File: config.mk
export PLATFORM = sky130hd
export DESIGN_NAME = uart_rx
export DESIGN_NICKNAME = d
export VERILOG_FILES = /design/src/rtl/uart_rx.sv
export SDC_FILE = /design/constraint.sdc
export NUM_CORES = 1
export LEC_CHECK = 0
export CAP_MARGIN = 20
export CORE_UTILIZATION = 33
export CTS_BUF_LIST = sky130_fd_sc_hd__clkbuf_16
export DETAILED_ROUTE_END_ITERATION = 12
export PLACE_DENSITY = 0.51
export SYNTH_ARGS = -nofsm -noshare
export SYNTH_HDL_FRONTEND = slang
export SYNTH_SLANG_ARGS = --single-unit
File: constraint.sdc
create_clock -name clk -period 4.04 [get_ports clk]
set_input_delay 0.404 -clock clk [delete_from_list [all_inputs] [get_ports clk]]
set_output_delay 0.404 -clock clk [all_outputs]
set_load 0.05 [all_outputs]
File: src/rtl/uart_rx.sv
// uart_rx: memory-mapped 16x-oversampled UART receiver feeding an RX FIFO, with a level interrupt while data is pending.
// Optional build macro UART_RX_PARITY_EN switches the frame to 8E1 and adds sticky parity_err in STATUS[9].
module uart_rx #(
  parameter logic [31:0] BASE_ADDR  = 32'h2000_0100,
  parameter logic [15:0] BAUD_DIV   = 16'd54,
  parameter int          FIFO_DEPTH = 16
) (
  input  logic        clk,
  input  logic        rst,
  input  logic [31:0] addr,
  input  logic [31:0] write_data,
  input  logic        write_enable,
  input  logic        read_enable,
  output logic [31:0] read_data,
  output logic        rx_valid,
  input  logic        rx,
  output logic        rx_interrupt
);
  localparam int PW = $clog2(FIFO_DEPTH);
  localparam int CW = PW + 1;

  localparam logic [2:0] S_IDLE   = 3'd0;
  localparam logic [2:0] S_START  = 3'd1;
  localparam logic [2:0] S_DATA   = 3'd2;
  localparam logic [2:0] S_PARITY = 3'd3;
  localparam logic [2:0] S_STOP   = 3'd4;
  localparam logic [2:0] S_BREAK  = 3'd5;
`ifdef UART_RX_PARITY_EN
  localparam logic [2:0] S_AFTER_DATA = S_PARITY;
`else
  localparam logic [2:0] S_AFTER_DATA = S_STOP;
`endif

  logic          rx_meta_q, rx_s_q, irq_q;
  logic [15:0]   div_q, div_d, tick_cnt_q, tick_cnt_d;
  logic [2:0]    state_q, state_d, b_cnt_q, b_cnt_d;
  logic [3:0]    s_cnt_q, s_cnt_d;
  logic [7:0]    shift_q, shift_d;
  logic [7:0]    mem_q [FIFO_DEPTH];
  logic [PW-1:0] wr_ptr_q, wr_ptr_d, rd_ptr_q, rd_ptr_d;
  logic [CW-1:0] count_q, count_d;
  logic          ovr_q, ovr_d, ferr_q, ferr_d, perr_q, perr_d, pbad_q, pbad_d;
  logic          hit, wr_hit, div_wr, stat_wr, tick, push, do_push, pop, full, not_empty;
  logic          set_ferr, set_perr, set_ovr;
  logic [31:0]   status, count_ext;
  logic          unused_bits;

  assign hit       = (addr[31:4] == BASE_ADDR[31:4]);
  assign rx_valid  = read_enable & hit;
  assign wr_hit    = write_enable & hit;
  assign div_wr    = wr_hit & (addr[3:2] == 2'd2);
  assign stat_wr   = wr_hit & (addr[3:2] == 2'd1);
  assign not_empty = (count_q != '0);
  assign full      = (count_q == CW'(FIFO_DEPTH));
  assign pop       = rx_valid & (addr[3:2] == 2'd0) & not_empty;
  assign count_ext = 32'(count_q);
  assign status    = {22'b0, perr_q, count_ext[4:0], ferr_q, ovr_q, full, not_empty};
  assign tick      = (tick_cnt_q == div_q - 16'd1);
  assign rx_interrupt = irq_q;
  assign unused_bits  = ^{addr[1:0], write_data[31:16], count_ext[31:5]};

  always_comb begin
    read_data = 32'b0;
    if (rx_valid) begin
      case (addr[3:2])
        2'd0:    read_data = not_empty ? {24'b0, mem_q[rd_ptr_q]} : 32'b0;
        2'd1:    read_data = status;
        2'd2:    read_data = {16'b0, div_q};
        default: read_data = 32'b0;
      endcase
    end
  end

  // A DIV write restarts the oversample phase so the new rate takes effect cleanly.
  always_comb begin
    div_d      = div_q;
    tick_cnt_d = tick ? 16'd0 : tick_cnt_q + 16'd1;
    if (div_wr) begin
      div_d      = (write_data[15:0] == 16'd0) ? 16'd1 : write_data[15:0];
      tick_cnt_d = 16'd0;
    end
  end

  always_comb begin
    state_d  = state_q;
    s_cnt_d  = s_cnt_q;
    b_cnt_d  = b_cnt_q;
    shift_d  = shift_q;
    pbad_d   = pbad_q;
    push     = 1'b0;
    set_ferr = 1'b0;
    set_perr = 1'b0;
    if (tick) begin
      case (state_q)
        S_IDLE: if (!rx_s_q) begin
          s_cnt_d = 4'd0;
          state_d = S_START;
        end
        S_START: if (s_cnt_q == 4'd7) begin
          if (rx_s_q) state_d = S_IDLE;
          else begin
            s_cnt_d = 4'd0;
            b_cnt_d = 3'd0;
            pbad_d  = 1'b0;
            state_d = S_DATA;
          end
        end else s_cnt_d = s_cnt_q + 4'd1;
        S_DATA: if (s_cnt_q == 4'd15) begin
          s_cnt_d          = 4'd0;
          shift_d[b_cnt_q] = rx_s_q;
          b_cnt_d          = b_cnt_q + 3'd1;
          if (b_cnt_q == 3'd7) state_d = S_AFTER_DATA;
        end else s_cnt_d = s_cnt_q + 4'd1;
`ifdef UART_RX_PARITY_EN
        S_PARITY: if (s_cnt_q == 4'd15) begin
          s_cnt_d = 4'd0;
          state_d = S_STOP;
          if ((^shift_q) != rx_s_q) begin
            pbad_d   = 1'b1;
            set_perr = 1'b1;
          end
        end else s_cnt_d = s_cnt_q + 4'd1;
`endif
        S_STOP: if (s_cnt_q == 4'd15) begin
          if (rx_s_q) begin
            push    = ~pbad_q;
            state_d = S_IDLE;
          end else begin
            set_ferr = 1'b1;
            state_d  = S_BREAK;
          end
        end else s_cnt_d = s_cnt_q + 4'd1;
        S_BREAK: if (rx_s_q) state_d = S_IDLE;
        default: state_d = S_IDLE;
      endcase
    end
  end

  // A pop frees the slot in the same edge, so a simultaneous push into a full FIFO is kept.
  always_comb begin
    do_push  = push & (~full | pop);
    set_ovr  = push & full & ~pop;
    wr_ptr_d = do_push ? wr_ptr_q + 1'b1 : wr_ptr_q;
    rd_ptr_d = pop ? rd_ptr_q + 1'b1 : rd_ptr_q;
    count_d  = count_q;
    if (do_push && !pop) count_d = count_q + 1'b1;
    if (pop && !do_push) count_d = count_q - 1'b1;
    ovr_d  = (ovr_q  & ~(stat_wr & write_data[2])) | set_ovr;
    ferr_d = (ferr_q & ~(stat_wr & write_data[3])) | set_ferr;
    perr_d = (perr_q & ~(stat_wr & write_data[9])) | set_perr;
  end

  always_ff @(posedge clk) begin
    if (rst) begin
      rx_meta_q  <= 1'b1;
      rx_s_q     <= 1'b1;
      div_q      <= BAUD_DIV;
      tick_cnt_q <= 16'd0;
      state_q    <= S_IDLE;
      s_cnt_q    <= 4'd0;
      b_cnt_q    <= 3'd0;
      shift_q    <= 8'd0;
      pbad_q     <= 1'b0;
      wr_ptr_q   <= '0;
      rd_ptr_q   <= '0;
      count_q    <= '0;
      ovr_q      <= 1'b0;
      ferr_q     <= 1'b0;
      perr_q     <= 1'b0;
      irq_q      <= 1'b0;
    end else begin
      rx_meta_q  <= rx;
      rx_s_q     <= rx_meta_q;
      div_q      <= div_d;
      tick_cnt_q <= tick_cnt_d;
      state_q    <= state_d;
      s_cnt_q    <= s_cnt_d;
      b_cnt_q    <= b_cnt_d;
      shift_q    <= shift_d;
      pbad_q     <= pbad_d;
      wr_ptr_q   <= wr_ptr_d;
      rd_ptr_q   <= rd_ptr_d;
      count_q    <= count_d;
      ovr_q      <= ovr_d;
      ferr_q     <= ferr_d;
      perr_q     <= perr_d;
      irq_q      <= not_empty;
    end
  end

  always_ff @(posedge clk) begin
    if (do_push) mem_q[wr_ptr_q] <= shift_q;
  end
endmodule

==> results of run 1 <==
-- area by class of cell --
class | count | area, µm²
sequential | 201 | 5310
fill | 2737 | 16500
clock inverter | 20 | 115
clock buffer | 24 | 601
timing repair buffer | 108 | 998
multi-input combinational | 504 | 3860
inverter | 12 | 45.0
antenna | 1 | 2.50
tap | 378 | 473
-- per-layer routing --
| metal | wire, µm | global-route usage (%) |
|---|---|---|
| met1 | 10600 | 22.0 |
| met4 | 624 | 5.33 |
| met3 | 1480 | 2.54 |
| met5 | 0 | 0 |
| met2 | 10800 | 27.3 |
-- cell families (layout without fill, tap and decap cells) --
family	Yosys count	count (layout)	synth area share (%)
and+or+nand+nor	272	272	16.1
DFF	201	201	56.5
AOI/OAI and AO/OA	103	103	7.54
buffers and inverters	71	164	3.62
muxes	60	60	10.8
xor gates and xnor gates	40	40	3.73
adders and majority gates	13	13	1.73
other	1	17	0.0399
-- metrics by stage --
stage | instances | cell area, µm² | setup WS, ns | hold WS [ns] | setup TNS [ns]
after floorplan | 776 | 9490 | 0.0692 | 0.389 | 0
after CTS | 1245 | 11400 | 0.0516 | 0.425 | 0
final | 1248 | 11400 | 0.195 | 0.415 | 0
after detailed placement | 1201 | 10600 | 0.124 | 0.403 | 0
after global routing | 1247 | 11400 | -0.000258 | 0.436 | -0.000258
after global placement | 1201 | 10600 | 0.179 | 0.392 | 0
-- repair_timing --
item                       CTS  global route
hold endpoints to repair     0             0
buffers inserted             0             2
resized for setup            1             7
setup endpoints to repair    3             6
cloned                       0             0
pin swaps                    0             3
-- placed cells by master, fill, tap and decap left out, drive strengths merged, types with 11 or more instances in the layout --
master / n
inv: 17
edfxtp: 128
a211oi: 11
conb: 16
dfxtp: 73
buf: 40
clkinv: 14
mux2i: 26
o21ai: 21
nor2: 61
a21oi: 23
clkbuf: 24
nor3: 12
clkdlybuf4s50: 66
xnor2: 16
nand3: 27
and3: 35
ha: 13
xor2: 24
mux4: 33
nor4: 17
nor2b: 18
nand2: 46
-- synth_stat cells, drive strengths merged, types with 6 or more instances --
| cell type | number | share of area (%) |
|---|---|---|
| a222oi | 6 | 0.64 |
| nand4 | 7 | 0.69 |
| ha | 13 | 1.7 |
| mux2i | 26 | 2.8 |
| or3 | 7 | 0.47 |
| a21oi | 23 | 1.3 |
| and3 | 35 | 2.3 |
| nand3 | 27 | 1.4 |
| nor3b | 8 | 0.64 |
| buf | 26 | 1.8 |
| nand2 | 46 | 1.8 |
| xor2 | 24 | 2.2 |
| dfxtp | 73 | 16 |
| nor3 | 12 | 0.64 |
| or4 | 7 | 0.60 |
| mux4 | 33 | 7.9 |
| edfxtp | 128 | 41 |
| nor2 | 61 | 2.5 |
| inv | 11 | 0.44 |
| and4 | 7 | 0.65 |
| clkbuf | 33 | 1.3 |
| a211oi | 11 | 0.88 |
| nor2b | 18 | 1.2 |
| a22o | 9 | 0.84 |
| nor4 | 17 | 1.5 |
| o21ai | 21 | 1.1 |
| xnor2 | 16 | 1.5 |
-- flip-flops by register name, summed over array words and instances, names as in the netlist, named ones only --
signal	count
rd_ptr_q	4
b_cnt_q	3
rx_s_q	1
wr_ptr_q	4
rx_meta_q	1
shift_q	8
state_q	3
div_q	16
ovr_q	1
perr_q	1
rx_interrupt	1
tick_cnt_q	16
s_cnt_q	4
mem_q	128
count_q	5
ferr_q	1
-- worst max-delay path by stage --
| stage | start | endpoint | cells after the start |
|---|---|---|---|
| floorplan | div_q[0]$_SDFFE_PP0P_ | count_q[4]$_SDFFE_PP0P_ | 21 |
| global placement | div_q[1]$_SDFFE_PP1P_ | count_q[4]$_SDFFE_PP0P_ | 18 |
| detailed placement | div_q[1]$_SDFFE_PP1P_ | count_q[3]$_SDFFE_PP0P_ | 17 |
| CTS | register | read_data[1] | 9 |
| global route | div_q[1]$_SDFFE_PP1P_ | count_q[4]$_SDFFE_PP0P_ | 18 |
| finish | register | read_data[7] | 8 |
-- power by group through the flow --
stage	combinational [µW]	clock, µW	sequential (µW)
4_1_cts	135	2010	2170
5_1_grt	145	2080	2160
3_5_place_dp	135	0	2210
6_report	135	1960	2170
2_1_floorplan	74.4	0	2210
3_3_place_gp	134	0	2210
==> results by group, run 1 <==
Outcome
  • Outcome: completed

Setup path
  • Worst path arrival time: 3.44 ns
  • CP Class: reg -> out
  • WP data required: 3.64 ns
  • Worst Path Buf+Inv: 3
  • Worst path slowest cell: clkdlybuf4s50_1
  • R2R cell count: 18
  • Cell repeated most along the worst path: buf_4
  • Reg-to-Reg Start: div_q[1]$_SDFFE_PP1P_
  • Crit end category: primary output
  • Max stage delay on crit path: 0.73 ns
  • FF-to-FF setup slack: roughly 0.29 ns
  • Reg-to-Reg End: count_q[4]$_SDFFE_PP0P_
  • Dominant delay contributor by cell family on the critical path: buffers and inverters
  • CP Max Fanout: 13
  • Worst setup SP type: register
  • Worst path cell trace: buf_4, buf_4, mux4_2, a211oi_1, a21oi_1, a222oi_1, nor2_1, clkdlybuf4s50_1

Clock tree
  • Post-CTS Hold Fix Bufs: 0
  • CTS tree: yes
  • TritonCTS Sinks: between 200 and 250
  • TritonCTS Buffers: 24
  • H-tree Lvls: 1
  • Reg clk slew, reported paths: 0.06 ns
  • Clock Latency Late Sink: approximately 0.52 ns
  • CTS Root Cell: clkbuf_16
  • Maximum buffer depth of the clock tree: 3

Floorplanning
  • Initial Util: 33.6%
  • CORE AREA: 27900 µm²
  • Site row count: 61
  • Die footprint: ~29000 µm²
  • IO Pins: 103
  • Die X: 171 µm
  • DIE HEIGHT: around 170 µm

Placement
  • Final GP Congestion: 0.832
  • Port bufs: 68
  • Hpwl dp: 16500 µm

Timing
  • Slew of the pin with the lowest slew margin: 0.920 ns
  • Final setup viols: 0
  • Tcrit/Tclk final: roughly 95%
  • Max-slew violation count: 0
  • Highest Clock Rate: 260 MHz
  • Final Hold Viols: 0
  • Rel. slew slack: ~38%
  • Clock Skew: 0.00919 ns
  • Min Tclk post-route: ~3.8 ns

Pwr
  • Worst vdd ir: 246 µV
  • Power Total: 4260 µW
  • Sw Ratio: 21.2%
  • Clock power frac: about 46%
  • Internal: roughly 3400 µW
  • Pwr dens: 373 nW/µm²
  • Logic pwr share: 3.2%
  • P_leak: 0.00435 µW
  • Sequential Power Share: 50.9%
  • P_sw: 904 µW

Worst hold path
  • Hold_sp: rx_meta_q$_SDFF_PP1_
  • Hold Path Sink: rx_s_q$_SDFF_PP1_
  • Worst hold path depth: 1
  • Hold Path Class: reg -> reg

Global routing
  • Total global-route track usage: 16.4%
  • Largest net degree at the start of global routing: 33
  • Wire length of the first global-routing pass: 36400 µm
  • Number of global-route vias before repair: 6469
  • Remaining global-route overflow: 0
  • Initial antenna violation count: 1

Finish
  • Layout cells sized above 1: around 14%
  • Synthesis-to-layout area growth: 21.4%
  • Fin nets: 933
  • Final core occ: 40.8%

Detailed routing
  • Initial detailed-routing violation count: a little under 500
  • Final wirelength: about 24000 µm
  • Final ANT Viol Nets: 0
  • Drc violations: 0
  • First-pass DRT Iterations: 5
  • WL/cell: ~19 µm
  • DR vias/cell: approximately 5
  • Vias post-DR: 6402

Yosys
  • Synthesized area per cell: 12.3 µm²
  • Synth warnings: 0
  • Synthesized cell area: 9400 µm²
  • Post-synth ARST share: 0%
  • #FFs+latches synth: approximately 200
  • Gate Count Post-Synth: 761
  • Number of distinct library cells after synthesis: 68
  • EDFF count, synth: between 100 and 150
  • Most common flop cell mapped by yosys: edfxtp_1
  • Sequential element share of the synthesized area: 56.5%

Run
  • Max-Cap Viols: 0
Power figures use the tool's default switching activity.
==> run 2: changes to the inputs <==
--- a/config.mk
+++ b/config.mk
@@ -6,10 +6,12 @@
 export NUM_CORES = 1
 export LEC_CHECK = 0
 export CAP_MARGIN = 20
+export CELL_PAD_IN_SITES_DETAIL_PLACEMENT = 2
+export CELL_PAD_IN_SITES_GLOBAL_PLACEMENT = 2
 export CORE_UTILIZATION = 33
 export CTS_BUF_LIST = sky130_fd_sc_hd__clkbuf_16
 export DETAILED_ROUTE_END_ITERATION = 12
-export PLACE_DENSITY = 0.51
+export PLACE_DENSITY = 0.71
 export SYNTH_ARGS = -nofsm -noshare
 export SYNTH_HDL_FRONTEND = slang
 export SYNTH_SLANG_ARGS = --single-unit
==> run 2 against run 1 <==
Cell count shrank 0.72%; setup slack worse by 0.079 ns; global-route usage rose by 3.5 points; via count up 3.0%; largest power group unchanged.
==> results by group, run 2 (synthesis gave the netlist of run 1 again) <==
Outcome
  • Outcome: completed

Worst hold path
  • Hold_sp: rx_meta_q$_SDFF_PP1_
  • Worst hold path depth: 1
  • Hold Path Class: reg -> reg

Timing
  • Clock Skew: 0.0210 ns
  • Max-slew violation count: 0
  • Final setup TNS: 0 ns
  • Worst setup margin: about 0.12 ns
  • Final Hold Viols: 0
  • Highest Clock Rate: 255 MHz
  • Min Tclk post-route: 3.92 ns
  • WHS: 0.414 ns
  • Final setup viols: 0
  • RSZ-0062 raised after global routing: yes
  • Tcrit/Tclk final: ~97%
  • Rel. slew slack: 47.0%
  • Slew of the pin with the lowest slew margin: slightly below 0.8 ns

Pwr
  • Internal: 3430 µW
  • Sw Ratio: about 22%
  • P_leak: between 0.004 and 0.005 µW
  • Logic pwr share: 3.1%
  • Worst vdd ir: roughly 310 µV
  • P_sw: 958 µW
  • Clock power frac: 47.5%
  • Pwr dens: 385 nW/µm²
  • Sequential Power Share: approximately 50%

Placement
  • Placed Cells incl. Taps: 1197
  • Pre-CTS WS: 0.0898 ns
  • Port bufs: slightly below 70
  • Hpwl dp: between 15000 and 20000 µm
  • Final GP Congestion: 0.848

Finish
  • Max reg flops: 128
  • Largest regs: mem_q: 128 flops, div_q: 16 flops, tick_cnt_q: 16 flops
  • Final core occ: 40.8%
  • Synthesis-to-layout area growth: 21.2%
  • Reg with most FFs: mem_q
  • Layout cells sized above 1: 14.1%
  • Fin nets: ~930
  • Finished Layout Cells: 1239
  • Diode count: 0
  • Commonest non-fill, non-tap cell in the layout: edfxtp_1
  • Most frequent cells in the layout: 128 x edfxtp_1, 72 x dfxtp_1, 62 x clkdlybuf4s50_1, 60 x nor2_1, 46 x nand2_1

Floorplanning
  • IO Pins: roughly 100
  • DIE HEIGHT: 171 µm
  • Initial Util: between 30% and 40%
  • Die X: roughly 170 µm
  • Die footprint: roughly 29000 µm²
  • CORE AREA: 27900 µm²
  • Site row count: slightly above 60

Detailed routing
  • First-pass DRT Iterations: 4
  • Vias post-DR: 6597
  • Final wirelength: 28300 µm
  • Initial detailed-routing violation count: 477
  • DR vias/cell: about 5.3
  • Final ANT Viol Nets: 0
  • WL/cell: roughly 23 µm
  • Drc violations: 0

Setup path
  • CP Max Fanout: 32
  • Worst path arrival time: ~3.5 ns
  • Max stage delay on crit path: between 0.7 and 0.8 ns
  • WP data required: ~3.6 ns
  • Reg-to-Reg Start: div_q[1]$_SDFFE_PP1P_
  • Worst setup SP type: register
  • Cell repeated most along the worst path: mux4_2
  • Worst path cell trace: buf_12, mux4_2, mux4_2, o21ai_0, a21oi_1, clkdlybuf4s50_1
  • CP Class: reg -> out
  • R2R cell count: 18
  • Crit end category: primary output
  • Worst path slowest cell: clkdlybuf4s50_1

Global routing
  • Remaining global-route overflow: 0
  • Largest net degree at the start of global routing: 33
  • Total global-route track usage: 19.9%
  • Wire length of the first global-routing pass: 43200 µm
  • Initial antenna violation count: 0
  • Number of global-route vias before repair: 7150

Run
  • Max-Cap Viols: 0

Clock tree
  • Clock Latency Late Sink: 0.53 ns
  • Setup Fix Bufs, Post-CTS: 0
  • CTS tree: yes
  • H-tree Lvls: 1
  • Maximum buffer depth of the clock tree: 3
  • TritonCTS Sinks: 201
  • TritonCTS Buffers: 23
  • CTS Root Cell: clkbuf_16
  • Reg clk slew, reported paths: around 0.06 ns
-- run 2: final timing paths --
path,endpoint,slack [ns]
setup / recovery,read_data[0],0.12
hold / removal,rx_s_q$_SDFF_PP1_,0.41
setup reg to reg,count_q[4]$_SDFFE_PP0P_,0.16
hold reg to reg,rx_s_q$_SDFF_PP1_,0.41
-- run 2: metal layers --
layer	routed length (µm)	up-vias	part of all wire, %	track usage, %
met2	14000	139	49	35.2
met3	1470	36	5.2	2.41
met4	503	0	1.8	4.78
met1	12400	3394	44	25.9
met5	0	-	0	0
li1	-	3028	-	-
-- run 2: critical path, delay by kind of cell, from the launching register on --
kind | cells | cell delay, ns
flip-flops | 1 | 0.34
buffers and inverters | 2 | 0.98
AO/OA/AOI/OAI | 2 | 0.55
multiplexers | 2 | 1.08
-- run 2: what timing repair did --
item	in CTS	in global routing
gates cloned	0	0
setup endpoints to repair	2	8
pin swaps	1	2
resized for setup	2	8
hold buffers	0	0
-- run 2: layout make-up --
type	instances	area, µm²
Fill cell	2857	16500
Sequential cell	201	5310
Multi-Input combinational cell	504	3860
Timing Repair Buffer	102	960
Clock buffer	24	601
Tap cell	378	473
Clock inverter	18	150
Inverter	12	45.0
-- run 2: per-stage QoR --
stage,cell area (µm²),total power [µW]
6_report,11400,4390
5_1_grt,11400,4510
4_1_cts,11400,4430
3_5_place_dp,10600,2350
2_1_floorplan,9490,2280
3_3_place_gp,10600,2340
-- run 2: power by group through the flow --
stage          clock network [µW]  registers, µW  logic [µW]
6_report                     2080           2170         134
3_3_place_gp                    0           2210         133
4_1_cts                      2130           2170         136
2_1_floorplan                   0           2210        74.4
5_1_grt                      2200           2170         143
3_5_place_dp                    0           2210         135
